### src/rtl/ysyx_22051468_divider_multicycle_if.sv
// ----------------------------------------------------------------------------
// ysyx_22051468_divider_multicycle_if
// Operand/result channel between the EXU (master) and the multi-cycle
// divider (slave).
//
// Signals
//   in_valid      master -> slave  request valid
//   in_ready      slave  -> master request ready (divider idle)
//   in_op1        master -> slave  dividend
//   in_op2        master -> slave  divisor
//   in_is_signed  master -> slave  1 = DIV/REM[W], 0 = DIVU/REMU[W]
//   in_is_rem     master -> slave  1 = remainder, 0 = quotient
//   in_is_w       master -> slave  1 = 32-bit W operation
//   flush_i       master -> slave  abort the operation in flight
//   out_valid     slave  -> master result valid
//   out_ready     master -> slave  consumer accepts the result
//   out_result    slave  -> master quotient or remainder
// ----------------------------------------------------------------------------
interface ysyx_22051468_divider_multicycle_if #(
    parameter int WIDTH = 64
);
    logic             in_valid;
    logic             in_ready;
    logic [WIDTH-1:0] in_op1;
    logic [WIDTH-1:0] in_op2;
    logic             in_is_signed;
    logic             in_is_rem;
    logic             in_is_w;
    logic             flush_i;
    logic             out_valid;
    logic             out_ready;
    logic [WIDTH-1:0] out_result;

    modport master (
        output in_valid, in_op1, in_op2, in_is_signed, in_is_rem, in_is_w,
               flush_i, out_ready,
        input  in_ready, out_valid, out_result
    );

    modport slave (
        input  in_valid, in_op1, in_op2, in_is_signed, in_is_rem, in_is_w,
               flush_i, out_ready,
        output in_ready, out_valid, out_result
    );
endinterface

### src/rtl/ysyx_22051468_divider_multicycle.sv
// ----------------------------------------------------------------------------
// ysyx_22051468_divider_multicycle
// Iterative radix-2 restoring divider for RV64M DIV/DIVU/REM/REMU and their
// W variants. One request is accepted per in_valid/in_ready handshake and one
// result returned per out_valid/out_ready handshake.
//
// Ports
//   clk    clock, all state changes on the rising edge
//   rst_n  asynchronous active-low reset
//   bus    ysyx_22051468_divider_multicycle_if.slave (request/result channel)
//
// Configuration
//   YSYX_22051468_DIV_W_FAST_EN  when defined, W operations iterate only
//   WIDTH/2 times on the 32-bit operands (34-cycle latency instead of 66).
//   Results are identical either way.
// ----------------------------------------------------------------------------
module ysyx_22051468_divider_multicycle #(
    parameter int WIDTH     = 64,
    parameter int CNT_WIDTH = 7
) (
    input  logic                               clk,
    input  logic                               rst_n,
    ysyx_22051468_divider_multicycle_if.slave  bus
);
    localparam int                   HALF      = WIDTH / 2;
    localparam logic [CNT_WIDTH-1:0] ITER_FULL = CNT_WIDTH'(WIDTH);
`ifdef YSYX_22051468_DIV_W_FAST_EN
    localparam logic [CNT_WIDTH-1:0] ITER_HALF = CNT_WIDTH'(HALF);
`endif
    localparam logic [WIDTH-1:0]     MIN_FULL  = {1'b1, {(WIDTH-1){1'b0}}};
    localparam logic [HALF-1:0]      MIN_HALF  = {1'b1, {(HALF-1){1'b0}}};

    typedef enum logic [1:0] {IDLE, CALC, FIX, DONE} state_t;

    state_t               state;
    logic [CNT_WIDTH-1:0] cnt;
    logic [WIDTH:0]       rem;
    logic [WIDTH-1:0]     quo;
    logic [WIDTH-1:0]     divisor;
    logic                 q_neg;
    logic                 r_neg;
    logic                 is_rem;
    logic                 is_w;
    logic                 in_ready_q;
    logic                 out_valid_q;
    logic [WIDTH-1:0]     out_result_q;

    function automatic logic [WIDTH-1:0] sext_half(input logic [HALF-1:0] v);
        return {{(WIDTH-HALF){v[HALF-1]}}, v};
    endfunction

    // Request decode: widen W operands, take magnitudes and detect the two
    // cases that bypass the iteration (divide by zero and signed overflow).
    logic [WIDTH-1:0] ext_op1;
    logic [WIDTH-1:0] ext_op2;
    logic [WIDTH-1:0] abs_op1;
    logic [WIDTH-1:0] abs_op2;
    logic             sign_op1;
    logic             sign_op2;
    logic             div_zero;
    logic             overflow;
    logic [WIDTH-1:0] special_raw;
    logic [WIDTH-1:0] special_result;

    always_comb begin
        ext_op1 = bus.in_op1;
        ext_op2 = bus.in_op2;
        if (bus.in_is_w) begin
            ext_op1 = bus.in_is_signed ? sext_half(bus.in_op1[HALF-1:0])
                                       : {{(WIDTH-HALF){1'b0}}, bus.in_op1[HALF-1:0]};
            ext_op2 = bus.in_is_signed ? sext_half(bus.in_op2[HALF-1:0])
                                       : {{(WIDTH-HALF){1'b0}}, bus.in_op2[HALF-1:0]};
        end
        sign_op1 = bus.in_is_signed & ext_op1[WIDTH-1];
        sign_op2 = bus.in_is_signed & ext_op2[WIDTH-1];
        abs_op1  = sign_op1 ? -ext_op1 : ext_op1;
        abs_op2  = sign_op2 ? -ext_op2 : ext_op2;
        div_zero = (ext_op2 == '0);
        // Overflow is judged at the operation's own width: a W MIN/-1 pair is
        // not MIN/-1 once sign-extended to the full datapath.
        overflow = bus.in_is_signed &&
                   (bus.in_is_w ? (bus.in_op1[HALF-1:0] == MIN_HALF && bus.in_op2[HALF-1:0] == '1)
                                : (bus.in_op1 == MIN_FULL && bus.in_op2 == '1));
        special_raw = '0;
        if (div_zero) begin
            special_raw = bus.in_is_rem ? bus.in_op1 : '1;
        end else if (overflow) begin
            special_raw = bus.in_is_rem ? '0 : bus.in_op1;
        end
        special_result = bus.in_is_w ? sext_half(special_raw[HALF-1:0]) : special_raw;
    end

    // One restoring step: shift the next dividend bit into the partial
    // remainder and subtract the divisor if it fits. The top remainder bit is
    // folded into the compare so the step stays correct without relying on
    // it being zero.
    logic [WIDTH:0]   rem_shift;
    logic [WIDTH:0]   rem_diff;
    logic [WIDTH:0]   rem_next;
    logic [WIDTH-1:0] quo_next;
    logic             step_ge;

    always_comb begin
        rem_shift = {rem[WIDTH-1:0], quo[WIDTH-1]};
        rem_diff  = rem_shift - {1'b0, divisor};
        step_ge   = rem[WIDTH] | ~rem_diff[WIDTH];
        rem_next  = step_ge ? rem_diff : rem_shift;
        quo_next  = {quo[WIDTH-2:0], step_ge};
    end

    // Final correction: restore signs, pick quotient or remainder and
    // sign-extend W results from bit 31 (unsigned W ops included).
    logic [WIDTH-1:0] q_fix;
    logic [WIDTH-1:0] r_fix;
    logic [WIDTH-1:0] fix_raw;
    logic [WIDTH-1:0] fix_result;

    always_comb begin
        q_fix      = q_neg ? -quo : quo;
        r_fix      = r_neg ? -rem[WIDTH-1:0] : rem[WIDTH-1:0];
        fix_raw    = is_rem ? r_fix : q_fix;
        fix_result = is_w ? sext_half(fix_raw[HALF-1:0]) : fix_raw;
    end

    // Control FSM and datapath registers. A flush wins over every handshake
    // and simply drops whatever is in flight.
    always_ff @(posedge clk or negedge rst_n) begin
        if (!rst_n) begin
            state        <= IDLE;
            cnt          <= '0;
            rem          <= '0;
            quo          <= '0;
            divisor      <= '0;
            q_neg        <= 1'b0;
            r_neg        <= 1'b0;
            is_rem       <= 1'b0;
            is_w         <= 1'b0;
            in_ready_q   <= 1'b1;
            out_valid_q  <= 1'b0;
            out_result_q <= '0;
        end else if (bus.flush_i) begin
            state       <= IDLE;
            in_ready_q  <= 1'b1;
            out_valid_q <= 1'b0;
        end else begin
            case (state)
                IDLE: begin
                    if (bus.in_valid) begin
                        is_rem     <= bus.in_is_rem;
                        is_w       <= bus.in_is_w;
                        in_ready_q <= 1'b0;
                        if (div_zero || overflow) begin
                            out_result_q <= special_result;
                            out_valid_q  <= 1'b1;
                            state        <= DONE;
                        end else begin
                            q_neg   <= sign_op1 ^ sign_op2;
                            r_neg   <= sign_op1;
                            divisor <= abs_op2;
                            rem     <= '0;
                            quo     <= abs_op1;
                            cnt     <= ITER_FULL;
`ifdef YSYX_22051468_DIV_W_FAST_EN
                            // Park the 32-bit dividend in the upper half so
                            // its MSB is the first bit shifted out.
                            if (bus.in_is_w) begin
                                quo <= {abs_op1[HALF-1:0], {(WIDTH-HALF){1'b0}}};
                                cnt <= ITER_HALF;
                            end
`endif
                            state <= CALC;
                        end
                    end
                end
                CALC: begin
                    rem <= rem_next;
                    quo <= quo_next;
                    cnt <= cnt - 1'b1;
                    if (cnt == CNT_WIDTH'(1)) begin
                        state <= FIX;
                    end
                end
                FIX: begin
                    out_result_q <= fix_result;
                    out_valid_q  <= 1'b1;
                    state        <= DONE;
                end
                DONE: begin
                    if (bus.out_ready) begin
                        out_valid_q <= 1'b0;
                        in_ready_q  <= 1'b1;
                        state       <= IDLE;
                    end
                end
                default: begin
                    state <= IDLE;
                end
            endcase
        end
    end

    assign bus.in_ready   = in_ready_q;
    assign bus.out_valid  = out_valid_q;
    assign bus.out_result = out_result_q;
endmodule

### src/flat_wrapper.sv
// flat-port wrapper written by rule: the top's interface ports become plain ports
module ysyx_22051468_divider_multicycle_flat 
#(
    parameter int WIDTH     = 64,
    parameter int CNT_WIDTH = 7
)
  (clk, rst_n, bus_in_valid, bus_in_op1, bus_in_op2, bus_in_is_signed, bus_in_is_rem, bus_in_is_w, bus_flush_i, bus_out_ready, bus_in_ready, bus_out_valid, bus_out_result);
  ysyx_22051468_divider_multicycle_if #(.WIDTH(WIDTH)) bus_i ();
  input  logic clk;
  input  logic rst_n;
  input wire logic [$bits(bus_i.in_valid)-1:0] bus_in_valid;
  input wire logic [$bits(bus_i.in_op1)-1:0] bus_in_op1;
  input wire logic [$bits(bus_i.in_op2)-1:0] bus_in_op2;
  input wire logic [$bits(bus_i.in_is_signed)-1:0] bus_in_is_signed;
  input wire logic [$bits(bus_i.in_is_rem)-1:0] bus_in_is_rem;
  input wire logic [$bits(bus_i.in_is_w)-1:0] bus_in_is_w;
  input wire logic [$bits(bus_i.flush_i)-1:0] bus_flush_i;
  input wire logic [$bits(bus_i.out_ready)-1:0] bus_out_ready;
  output wire logic [$bits(bus_i.in_ready)-1:0] bus_in_ready;
  output wire logic [$bits(bus_i.out_valid)-1:0] bus_out_valid;
  output wire logic [$bits(bus_i.out_result)-1:0] bus_out_result;
  assign bus_i.in_valid = bus_in_valid;
  assign bus_i.in_op1 = bus_in_op1;
  assign bus_i.in_op2 = bus_in_op2;
  assign bus_i.in_is_signed = bus_in_is_signed;
  assign bus_i.in_is_rem = bus_in_is_rem;
  assign bus_i.in_is_w = bus_in_is_w;
  assign bus_i.flush_i = bus_flush_i;
  assign bus_i.out_ready = bus_out_ready;
  assign bus_in_ready = bus_i.in_ready;
  assign bus_out_valid = bus_i.out_valid;
  assign bus_out_result = bus_i.out_result;
  ysyx_22051468_divider_multicycle #(.WIDTH(WIDTH), .CNT_WIDTH(CNT_WIDTH)) u_core (.clk(clk), .rst_n(rst_n), .bus(bus_i));
endmodule
### config.mk
export PLATFORM = sky130hd
export DESIGN_NAME = ysyx_22051468_divider_multicycle_flat
export DESIGN_NICKNAME = d
export VERILOG_FILES = /design/src/rtl/ysyx_22051468_divider_multicycle_if.sv /design/src/rtl/ysyx_22051468_divider_multicycle.sv /design/src/flat_wrapper.sv
export SDC_FILE = /design/constraint.sdc
export NUM_CORES = 1
export LEC_CHECK = 0
export BUFFER_PORTS_ARGS = -buffer_cell sky130_fd_sc_hd__buf_2
export CAP_MARGIN = 20
export CORE_MARGIN = 2
export CORE_UTILIZATION = 35
export CTS_CLUSTER_SIZE = 25
export DETAILED_ROUTE_END_ITERATION = 10
export PLACE_DENSITY = 0.51
export SLEW_MARGIN = 20
export SYNTH_ARGS = -nofsm -noshare
export SYNTH_HDL_FRONTEND = slang
export SYNTH_SLANG_ARGS = --single-unit
### constraint.sdc
create_clock -name clk -period 11.5 [get_ports clk]
set_input_delay 1.15 -clock clk [delete_from_list [all_inputs] [get_ports clk]]
set_output_delay 1.15 -clock clk [all_outputs]
set_load 0.05 [all_outputs]
## After elaboration in Yosys (flattened, before gate mapping)

Cells that the tools add are included.

| operators by class | value |
|---|---|
| equality and inequality tests | 15 |
| order comparisons | 0 |
| add/sub/neg operators | 6 |
| $mul | 0 |
| multiplexer cells | 44 |
| divide/modulo/power cells | 0 |
| bitwise operators | 7 |
| reductions and logical operators | 17 |
| shifts and indexed selects | 0 |

Operators with widths:

| kind | number |
|---|---|
| $mux W64 | 19 |
| $neg A64 Y64 | 4 |
| $pmux W64 S2 | 2 |
| $mux W65 | 3 |
| $pmux W65 S2 | 1 |
| $eq A64 B64 Y1 const B | 2 |
| $sub A65 B64 Y65 | 1 |
| $eq A32 B32 Y1 const B | 2 |
| $logic_not A64 Y1 | 1 |
| $reduce_and A4 Y1 | 4 |
| $mux W7 | 2 |
| $pmux W7 S2 | 1 |
| $mux W2 | 5 |
| $reduce_and A3 Y1 | 3 |
| $mux W1 | 8 |
| $pmux W2 S4 | 1 |
| $eq A7 B1 Y1 const B | 1 |
| $sub A7 B1 Y7 const B | 1 |
| $ne A3 B2 Y1 const B | 2 |
| $ne A3 B3 Y1 const B | 2 |
| $eq A2 B2 Y1 const B | 2 |
| $ne A2 B2 Y1 const B | 2 |
| $reduce_bool A2 Y1 | 2 |
| $reduce_bool A4 Y1 | 1 |
| other kinds (12) | 17 |

| storage, ports and cells | value |
|---|---|
| word-level logic and storage cells | 101 |
| latch bits | 0 |
| input port bits | 136 |
| bits in writable memories | 0 |
| memory bits (read-only) | 0 |
| register bits after elaboration | 272 |
| memories kept | 0 |

## Depth between registers and ports, before layout

Gate-level depths: netlist (run 1).

| logic depth | value |
|---|---|
| depth in word-level cells | 10 |
| mapped depth | 15 |

## Worst setup path after synthesis (run 1)

OpenSTA, ideal clock, no wires.

| timing path | value |
|---|---|
| kind | in2reg |
| start | in bus_in_op2[0] |
| end | reg u_core.out_result_q[40] (netlist: u_core.bus.out_result[40]) |
| setup time | 83 ps |
| setup slack | 7519 ps |
| arrival time | 3899 ps |
| data required time | 11417 ps |
| stages on the path | 14 |
| path through | inv_1 > ha_1 > or3b_2 > nor4_1 > and4_1 > clkbuf_1 > nand3_1 > nor2_1 > or2_2 > a31o_2 > clkbuf_1 > clkbuf_1 > o22ai_1 > o21ai_0 |

| between the ends | value |
|---|---|
| word-level cells in the longest chain between the ends | 10 |
| elaborated cells between the ends (all ways) | 18 |
| classes of those cells | eq/ne (3); mux (9); reduce/logical (6) |

RTL lines:

| item | RTL line | RTL |
|---|---|---|
| start: declaration | flat_wrapper.sv:13 | `input wire logic [$bits(bus_i.in_op2)-1:0] bus_in_op2;` |
| $eq A64 B64 Y1 or $eq A32 B32 Y1 (tied branches) | ysyx_22051468_divider_multicycle.sv:83, ysyx_22051468_divider_multicycle.sv:82 |  |
| $logic_and A1 B1 Y1 (on tied branches) | ysyx_22051468_divider_multicycle.sv:83, ysyx_22051468_divider_multicycle.sv:82 |  |
| $mux W1 | ysyx_22051468_divider_multicycle.sv:82 | `(bus.in_is_w ? (bus.in_op1[HALF-1:0] == MIN_HALF && bus.in_op2[HALF-1:0] == '1)` |
| $logic_and A1 B1 Y1 | ysyx_22051468_divider_multicycle.sv:81 | `overflow = bus.in_is_signed &&` |
| $mux W64 | ysyx_22051468_divider_multicycle.sv:87 | `end else if (overflow) begin` |
| $mux W64 | ysyx_22051468_divider_multicycle.sv:85 | `if (div_zero) begin` |
| $mux W64 | ysyx_22051468_divider_multicycle.sv:90 | `special_result = bus.in_is_w ? sext_half(special_raw[HALF-1:0]) : special_raw;` |
| $mux W64 | ysyx_22051468_divider_multicycle.sv:152 | `if (div_zero \|\| overflow) begin` |
| $mux W64 | ysyx_22051468_divider_multicycle.sv:148 | `if (bus.in_valid) begin` |
| $pmux W64 S2 | ysyx_22051468_divider_multicycle.sv:146 | `case (state)` |
| end signal: assignment | ysyx_22051468_divider_multicycle.sv:153 | `out_result_q <= special_result;` |
| end signal: assignment | ysyx_22051468_divider_multicycle.sv:184 | `out_result_q <= fix_result;` |
| end: declaration | ysyx_22051468_divider_multicycle.sv:46 | `logic [WIDTH-1:0] out_result_q;` |

Several ways; a longest one is shown, not always the timed one. The select of a mux whose other input is x is not followed.
A chain may end at the register's enable or synchronous reset.

## Final worst setup path (run 1)

| timing path | value |
|---|---|
| start | in bus_in_is_w |
| end | reg u_core.quo[0] |

| between the ends | value |
|---|---|
| word-level cells in the longest chain between the ends | 6 |
| elaborated cells between the ends (all ways) | 14 |
| classes of those cells | add/sub (1); eq/ne (1); mux (7); bitwise (1); reduce/logical (4) |

RTL lines:

| item | RTL line | RTL |
|---|---|---|
| start: declaration | flat_wrapper.sv:16 | `input wire logic [$bits(bus_i.in_is_w)-1:0] bus_in_is_w;` |
| $mux W64 | ysyx_22051468_divider_multicycle.sv:68 | `if (bus.in_is_w) begin` |
| $neg A64 Y64 or $and A1 B1 Y1 (tied branches) | ysyx_22051468_divider_multicycle.sv:76, ysyx_22051468_divider_multicycle.sv:74 |  |
| $mux W64 | ysyx_22051468_divider_multicycle.sv:76 | `abs_op1 = sign_op1 ? -ext_op1 : ext_op1;` |
| $mux W64 | ysyx_22051468_divider_multicycle.sv:152 |  |
| $mux W64 | ysyx_22051468_divider_multicycle.sv:148 |  |
| $pmux W64 S2 | ysyx_22051468_divider_multicycle.sv:146 |  |
| end signal: assignment | ysyx_22051468_divider_multicycle.sv:161 | `quo <= abs_op1;` |
| end signal: assignment | ysyx_22051468_divider_multicycle.sv:177 | `quo <= quo_next;` |
| end: declaration | ysyx_22051468_divider_multicycle.sv:38 | `logic [WIDTH-1:0] quo;` |

Several ways; a longest one is shown, not always the timed one. The select of a mux whose other input is x is not followed.

==> results of run 1 <==
## power breakdown
part           switching, mW  total (mW)  internal (mW)  leakage (nW)
sequential             0.333        1.62           1.28          3.48
combinational           2.01        2.98          0.971          7.12
clock                  0.460        1.13          0.670         0.579
total                   2.80        5.73           2.92          11.2
## per-stage QoR
step	total power [mW]	setup slack [ns]	util, %	hold WS, ns
after global placement	4.54	4.71	37.6	0.454
after global routing	6.12	5.25	39.5	0.484
after CTS	5.73	5.65	39.5	0.473
after floorplan	3.67	7.52	-	0.450
after detailed placement	4.57	5.06	37.7	0.461
final	5.73	5.52	39.5	0.469
## routing by layer
metal / vias to the layer above / GRT usage [%] / part of all wire (%) / wire, um
met3: 142 / 3.22 / 6.2 / 5440
met4: 4 / 7.95 / 3.1 / 2710
met5: - / 0 / 0.026 / 23
li1: 11100 / - / - / -
met2: 791 / 39.6 / 44 / 39000
met1: 11200 / 36.1 / 46 / 40500
## cell usage in the layout, fill, tap and decap left out, drive strengths merged, types with 45 or more instances in the layout
cell    instances
a211oi         68
a21o           58
a21oi         278
buf           235
clkbuf         52
dfrtp         271
ha             75
inv           101
nand2         309
nand3          45
nor2          282
nor3           58
nor4           51
o21ai         310
o31ai          54
xnor2         129
xor2          165
## worst reg2reg max path, stage by stage, from the launching register on
cell and delay [ns]:
dfrtp_1 0.47, inv_1 0.17, ha_1 0.26, fa_1 0.40, nand2b_1 0.18, a21oi_1 0.26
o21ai_0 0.24, a211oi_1 0.58, nor3_1 0.23, o21ai_1 0.33, mux2_2 0.59, inv_1 0.31
nand2_1 0.69, o311ai_0 0.28
## final timing paths
path                                             end  slack [ns]  depth (start not counted)
max                                    u_core.quo[0]        5.52                         13
min                        u_core.bus.out_result[19]        0.47                          1
max reg2reg                            u_core.quo[0]        6.34                         13
min reg2reg                u_core.bus.out_result[19]        0.47                          1
max in group asynchronous              u_core.cnt[5]        8.77                          3
min in group asynchronous  u_core.bus.out_result[15]        0.57                          1
## registers in the layout, summed over array words and instances, names as in the netlist
register / cells
u_core.q_neg: 1
u_core.is_rem: 1
u_core.quo: 64
u_core.bus.out_result: 64
u_core.divisor: 64
u_core.is_w: 1
u_core.rem: 65
u_core.bus.out_valid: 1
u_core.cnt: 7
u_core.bus.in_ready: 1
u_core.r_neg: 1
u_core.state: 2
## synthesized netlist by cell type (6+ instances only)
cell      number
a211oi_1      68
a21boi_0       7
a21o_1        57
a21oi_1      278
a221o_1       29
a22o_1        23
a22oi_1       16
a31oi_1       18
a32oi_1       21
and2_1         6
and3_1        14
and4_1         7
buf_1         13
clkbuf_1     184
dfrtp_1      271
ha_1          75
inv_1        100
mux2i_1       13
nand2_1      309
nand2b_1      23
nand3_1       44
nand4_1       42
nor2_1       282
nor2b_1       10
nor3_1        58
nor4_1        50
o211ai_1      23
o21a_1        39
o21ai_0      304
o21ai_1        6
o21bai_1      14
o22ai_1       42
o31ai_1       54
o41ai_1       23
or2_2         21
or3_1         31
or3_2          6
or4_1         28
xnor2_1      129
xor2_1       165
## area by class of cell
| cell class | instances | area, um^2 |
|---|---|---|
| repair buffers | 235 | 1290 |
| clock buffers | 52 | 1070 |
| inverters | 100 | 375 |
| flip-flops and latches | 272 | 6810 |
| clock inverters | 10 | 104 |
| fillers | 6788 | 39600 |
| multi-input cells | 2424 | 15100 |
| well taps | 864 | 1080 |
## logic make-up after synthesis
logic type / count (synthesis) / share of synthesized area, %
XOR/XNOR: 294 / 11.1
AND/OR/NAND/NOR: 961 / 19.7
flip-flops: 272 / 29.5
adder cells (fa/ha/maj): 76 / 4.15
buffers and inverters: 307 / 5.24
AO/OA/AOI/OAI: 1076 / 29.5
multiplexers: 17 / 0.758
==> out/summary.txt, run 1 <==
IR drop worst, VDD - 0.118 mV
Asr flop ratio synth - 100%
CP Launch Type - input port
CTS Buf Count - 35
Max cap viols - 0
DPL Wire Length - 66.3 mm
Slew margin rel. - 23.3%
Clock sink total - 272
Area growth, synth to finish - 12.0%
Drt initial violations - 2,167
Achievable Freq - 0.167 GHz
Critical Path Sink Type - register
Leak - 11.2 nW
CP Buf/Inv Count - 4
Yosys cell types - 85
Synth top area cells - dfrtp_1 29%, o21ai_0 6.6%, xor2_1 6.3%, a21oi_1 6.0%, nand2_1 5.0%
Cell area after synthesis - 0.0231 mm^2
Port-buffer cells - 201
Syn Inst Count - 3,003
Slew @ Worst Pin - 1.15 ns
Clock Tree Buf Depth - 3
Ys flop type - dfrtp_1
Slew Viols, Final - 0
Layout net count - 3,280
Final period util - 52.0%
Post-DR wirelength/cell - 22.2 um
Cell Pwr Density - 221 mW/mm^2
IO Count - 202
Largest net degree at the start of global routing - 112
Crit-path slowest cell - a21boi_1
Die span in y - 261 um
Cell Area, Placed - 0.0247 mm^2
Reg clk slew, reported paths - 0.06 ns
TritonCTS clock tree - done
Via-per-instance ratio - 5.85
Register area share after synthesis - 29.5%
Post-synth EDFFs - 0
Worst path cell trace - buf_2 > buf_4 > a21boi_1 > o211ai_1 > nor4b_1 > nand3_1 > a21boi_1 > a2bb2oi_4 > buf_4 > nor2b_4 > buf_4 > nand2_1 > o311ai_0
FP Rows - 94
Core ar. - 0.0655 mm^2
Placed Cells - 3,894
Crit path DAT - 6.36 ns
Final Cell Area - 0.0259 mm^2
Setup TNS - 0 ns
Total congestion overflow - 0
Antenna viol nets, final - 0
Hold Crit Start - u_core.bus.out_result[19]
Endpoints failing setup - 0
Routed WL - 87.7 mm
Post-CTS setup repair buffer count - 0
Antenna violations before repair - 2
Post-CTS Resized - 0
Crit Path Class - in2reg
GR Util All Layers - 25.3%
Routability Congestion - 0.953
Minimum clock period - 5.98 ns
Area fraction of the dominant cell type after synthesis - 29.4%
Register bit total from synthesis - 272
Hold Vio Cnt, Final - 0
Reg2reg start - u_core.quo[63]
Syn avg cell area - 7.69 um^2
Non-Filler Instances - 3,957
First-pass GRT wire length - 135 mm
Root Buffer - clkbuf_16
Critical Path Max Stage Delay - 0.68 ns
Htree depth - 2
Ratio of cells with drive above 1 in the final layout - 11.7%
WP data required - 11.89 ns
Clock skew - 0.0206 ns
CP delay by family, top - compound AO/OA/AOI/OAI gates
Critical Path Most Common Cell - buf_4
CP startpoint - bus_in_is_w
Ys Warns - 0
Diode count - 0
Worst skew pair latency - 0.56 ns
Status - completed
Vias in the first global route - 22,200
Cts hold-fix bufs - 0
Yosys top cell by area - dfrtp_1
Post-route DRC - 0
RSZ-0062 raised after global routing - false
Min-delay worst type - reg2reg
Initial Util - 35.3%
Worst Path Max Fanout - 72
Full die area - 0.0681 mm^2
DRT Pass-1 Iters - 5
Via Count - 23,200
Chip width - 261 um
Mapped Nets - 3,215
No activity file was read; power rests on OpenSTA's default activity.
==> inputs of run 2 (changes only) <==
clock period = 6.1 ns   (was 11.5 ns; I/O delays follow)
==> out/summary.txt, run 2 (synthesis results as in run 1) <==
Comb pwr share - 51.1%
Drt initial violations - 2,244
Metal2 WL - 39.0 mm
Worst skew pair latency - 0.57 ns
FF/Latch Area - 0.00681 mm^2
DPL Wire Length - 67.1 mm
Antenna violations before repair - 0
Largest net degree at the start of global routing - 136
Achievable Freq - 0.214 GHz
Post-DR wirelength/cell - 22.4 um
Setup TNS - 0 ns
Most flop-heavy register - u_core.rem
FILL cells - 6,797
Endpoints failing setup - 0
Max reg flops - 65
Total congestion overflow - 0
RSZ-0062 raised after global routing - false
Cell Pwr Density - 417 mW/mm^2
Slew @ Worst Pin - 1.08 ns
Vias in the first global route - 22,600
Routability Congestion - 0.943
Ratio of cells with drive above 1 in the final layout - 12.0%
Full die area - 0.0681 mm^2
Power Total - 10.8 mW
Chip width - 261 um
Initial Util - 35.3%
Post-CTS setup repair buffer count - 0
CP Launch Type - register
Commonest non-fill, non-tap cell in the layout - nand2_1
Clock Tree Buf Depth - 3
Critical Path Sink Type - register
Sw power - 5.27 mW
Via Count - 23,300
CTS Buf Count - 37
Most frequent cells in the layout - 308 x nand2_1, 303 x o21ai_0, 281 x nor2_1
Status - completed
Area growth, synth to finish - 12.4%
Detail Route met3 WL - 5.45 mm
Port-buffer cells - 201
Layout net count - 3,288
Post-CTS Resized - 0
Routed WL - 88.6 mm
First-pass GRT wire length - 136 mm
Crit path DAT - 5.12 ns
M1 WL - 41.2 mm
Diode count - 0
Clk pwr share - 20.2%
Post-route DRC - 0
Core ar. - 0.0655 mm^2
Leak - 11.2 nW
TritonCTS clock tree - done
P_int - 5.57 mW
Area occupied by multi-input gates - 0.0152 mm^2
Crit Path Class - reg2reg
Worst Path Max Fanout - 23
FP Rows - 94
Clock skew - 0.0190 ns
Final period util - 76.5%
Antenna viol nets, final - 0
Htree depth - 2
Minimum clock period - 4.67 ns
Min-delay worst type - in2async
Via-per-instance ratio - 5.88
Die span in y - 261 um
IR drop worst, VDD - 0.203 mV
Sw Share - 48.7%
Max cap viols - 0
Flop pwr share - 28.7%
DRT Pass-1 Iters - 6
Slew Viols, Final - 0
GR Util All Layers - 25.6%
DR top layer - met4
Slew margin rel. - 27.9%
WP data required - 6.55 ns
Reg clk slew, reported paths - 0.06 ns
Hold Vio Cnt, Final - 0
Clock sink total - 272
IO Count - 202
Cts hold-fix bufs - 0
Root Buffer - clkbuf_16
==> run 2: cell count changes in the layout (fill, tap and decap cells not counted), moves of 2 or more <==
cell / before / now
buf_4: 31 / 38
buf_6: 2 / 0
clkbuf_16: 36 / 39
clkbuf_8: 11 / 9
clkinv_2: 3 / 9
nor4_1: 50 / 46
nor4_2: 0 / 4
==> run 2: layout make-up <==
cell class              instances  share of cell area [%]
well taps                     864                    4.16
repair buffers                241                    5.11
inverters                     100                    1.45
clock inverters                13                   0.385
clock buffers                  52                    4.29
flip-flops and latches        272                    26.2
multi-input cells            2424                    58.4
==> run 2: final timing paths <==
| kind | from | end | slack (ns) | depth (start not counted) |
|---|---|---|---|---|
| min reg2reg | u_core.bus.out_result[6] | u_core.bus.out_result[6] | 0.47 | 1 |
| min in group clk | bus_in_op2[0] | u_core.divisor[0] | 0.36 | 3 |
| max in group asynchronous | rst_n | u_core.r_neg | 4.72 | 2 |
| max reg2reg | u_core.rem[27] | u_core.rem[61] | 1.43 | 11 |
| min | rst_n | u_core.quo[17] | 0.01 | 1 |
| max | u_core.rem[27] | u_core.rem[61] | 1.43 | 11 |
==> run 2: worst max-delay path: stages, from the launching register on <==
cell	delay, ns
dfrtp_1	0.48
ha_1	0.48
nand4_1	0.19
or2_2	0.36
or3_1	0.43
nor3_1	0.57
nor3_1	0.11
o21ai_1	0.30
mux2_2	0.38
inv_1	0.29
nand2_1	0.57
o211ai_1	0.37
==> run 2: layer usage <==
layer,up-vias,track usage [%]
met2,836,39.4
met4,0,9.13
li1,11100,-
met5,-,0
met3,150,3.07
met1,11200,36.7
==> run 2: metrics by stage <==
stage / cells / cell area [um^2] / setup WS, ns / hold slack, ns / util [%]
finish: 3966 / 26000 / 1.43 / 0.0140 / 39.6
global route: 3966 / 26000 / 1.12 / 0.0551 / 39.6
CTS: 3966 / 26000 / 1.33 / 0.0350 / 39.6
detailed placement: 3901 / 24800 / 1.16 / 0.461 / 37.8
global placement: 3900 / 24700 / 1.24 / 0.455 / 37.7
floorplan: 3003 / 23100 / 2.49 / 0.314 / -
==> run 2: power groups by stage <==
| stage | logic [mW] | registers, mW | clock network, mW |
|---|---|---|---|
| final | 5.54 | 3.11 | 2.19 |
| after global routing | 6.06 | 3.20 | 2.31 |
| after CTS | 5.52 | 3.09 | 2.25 |
| after detailed placement | 5.49 | 3.12 | 0 |
| after global placement | 5.45 | 3.10 | 0 |
| after floorplan | 3.48 | 3.44 | 0 |
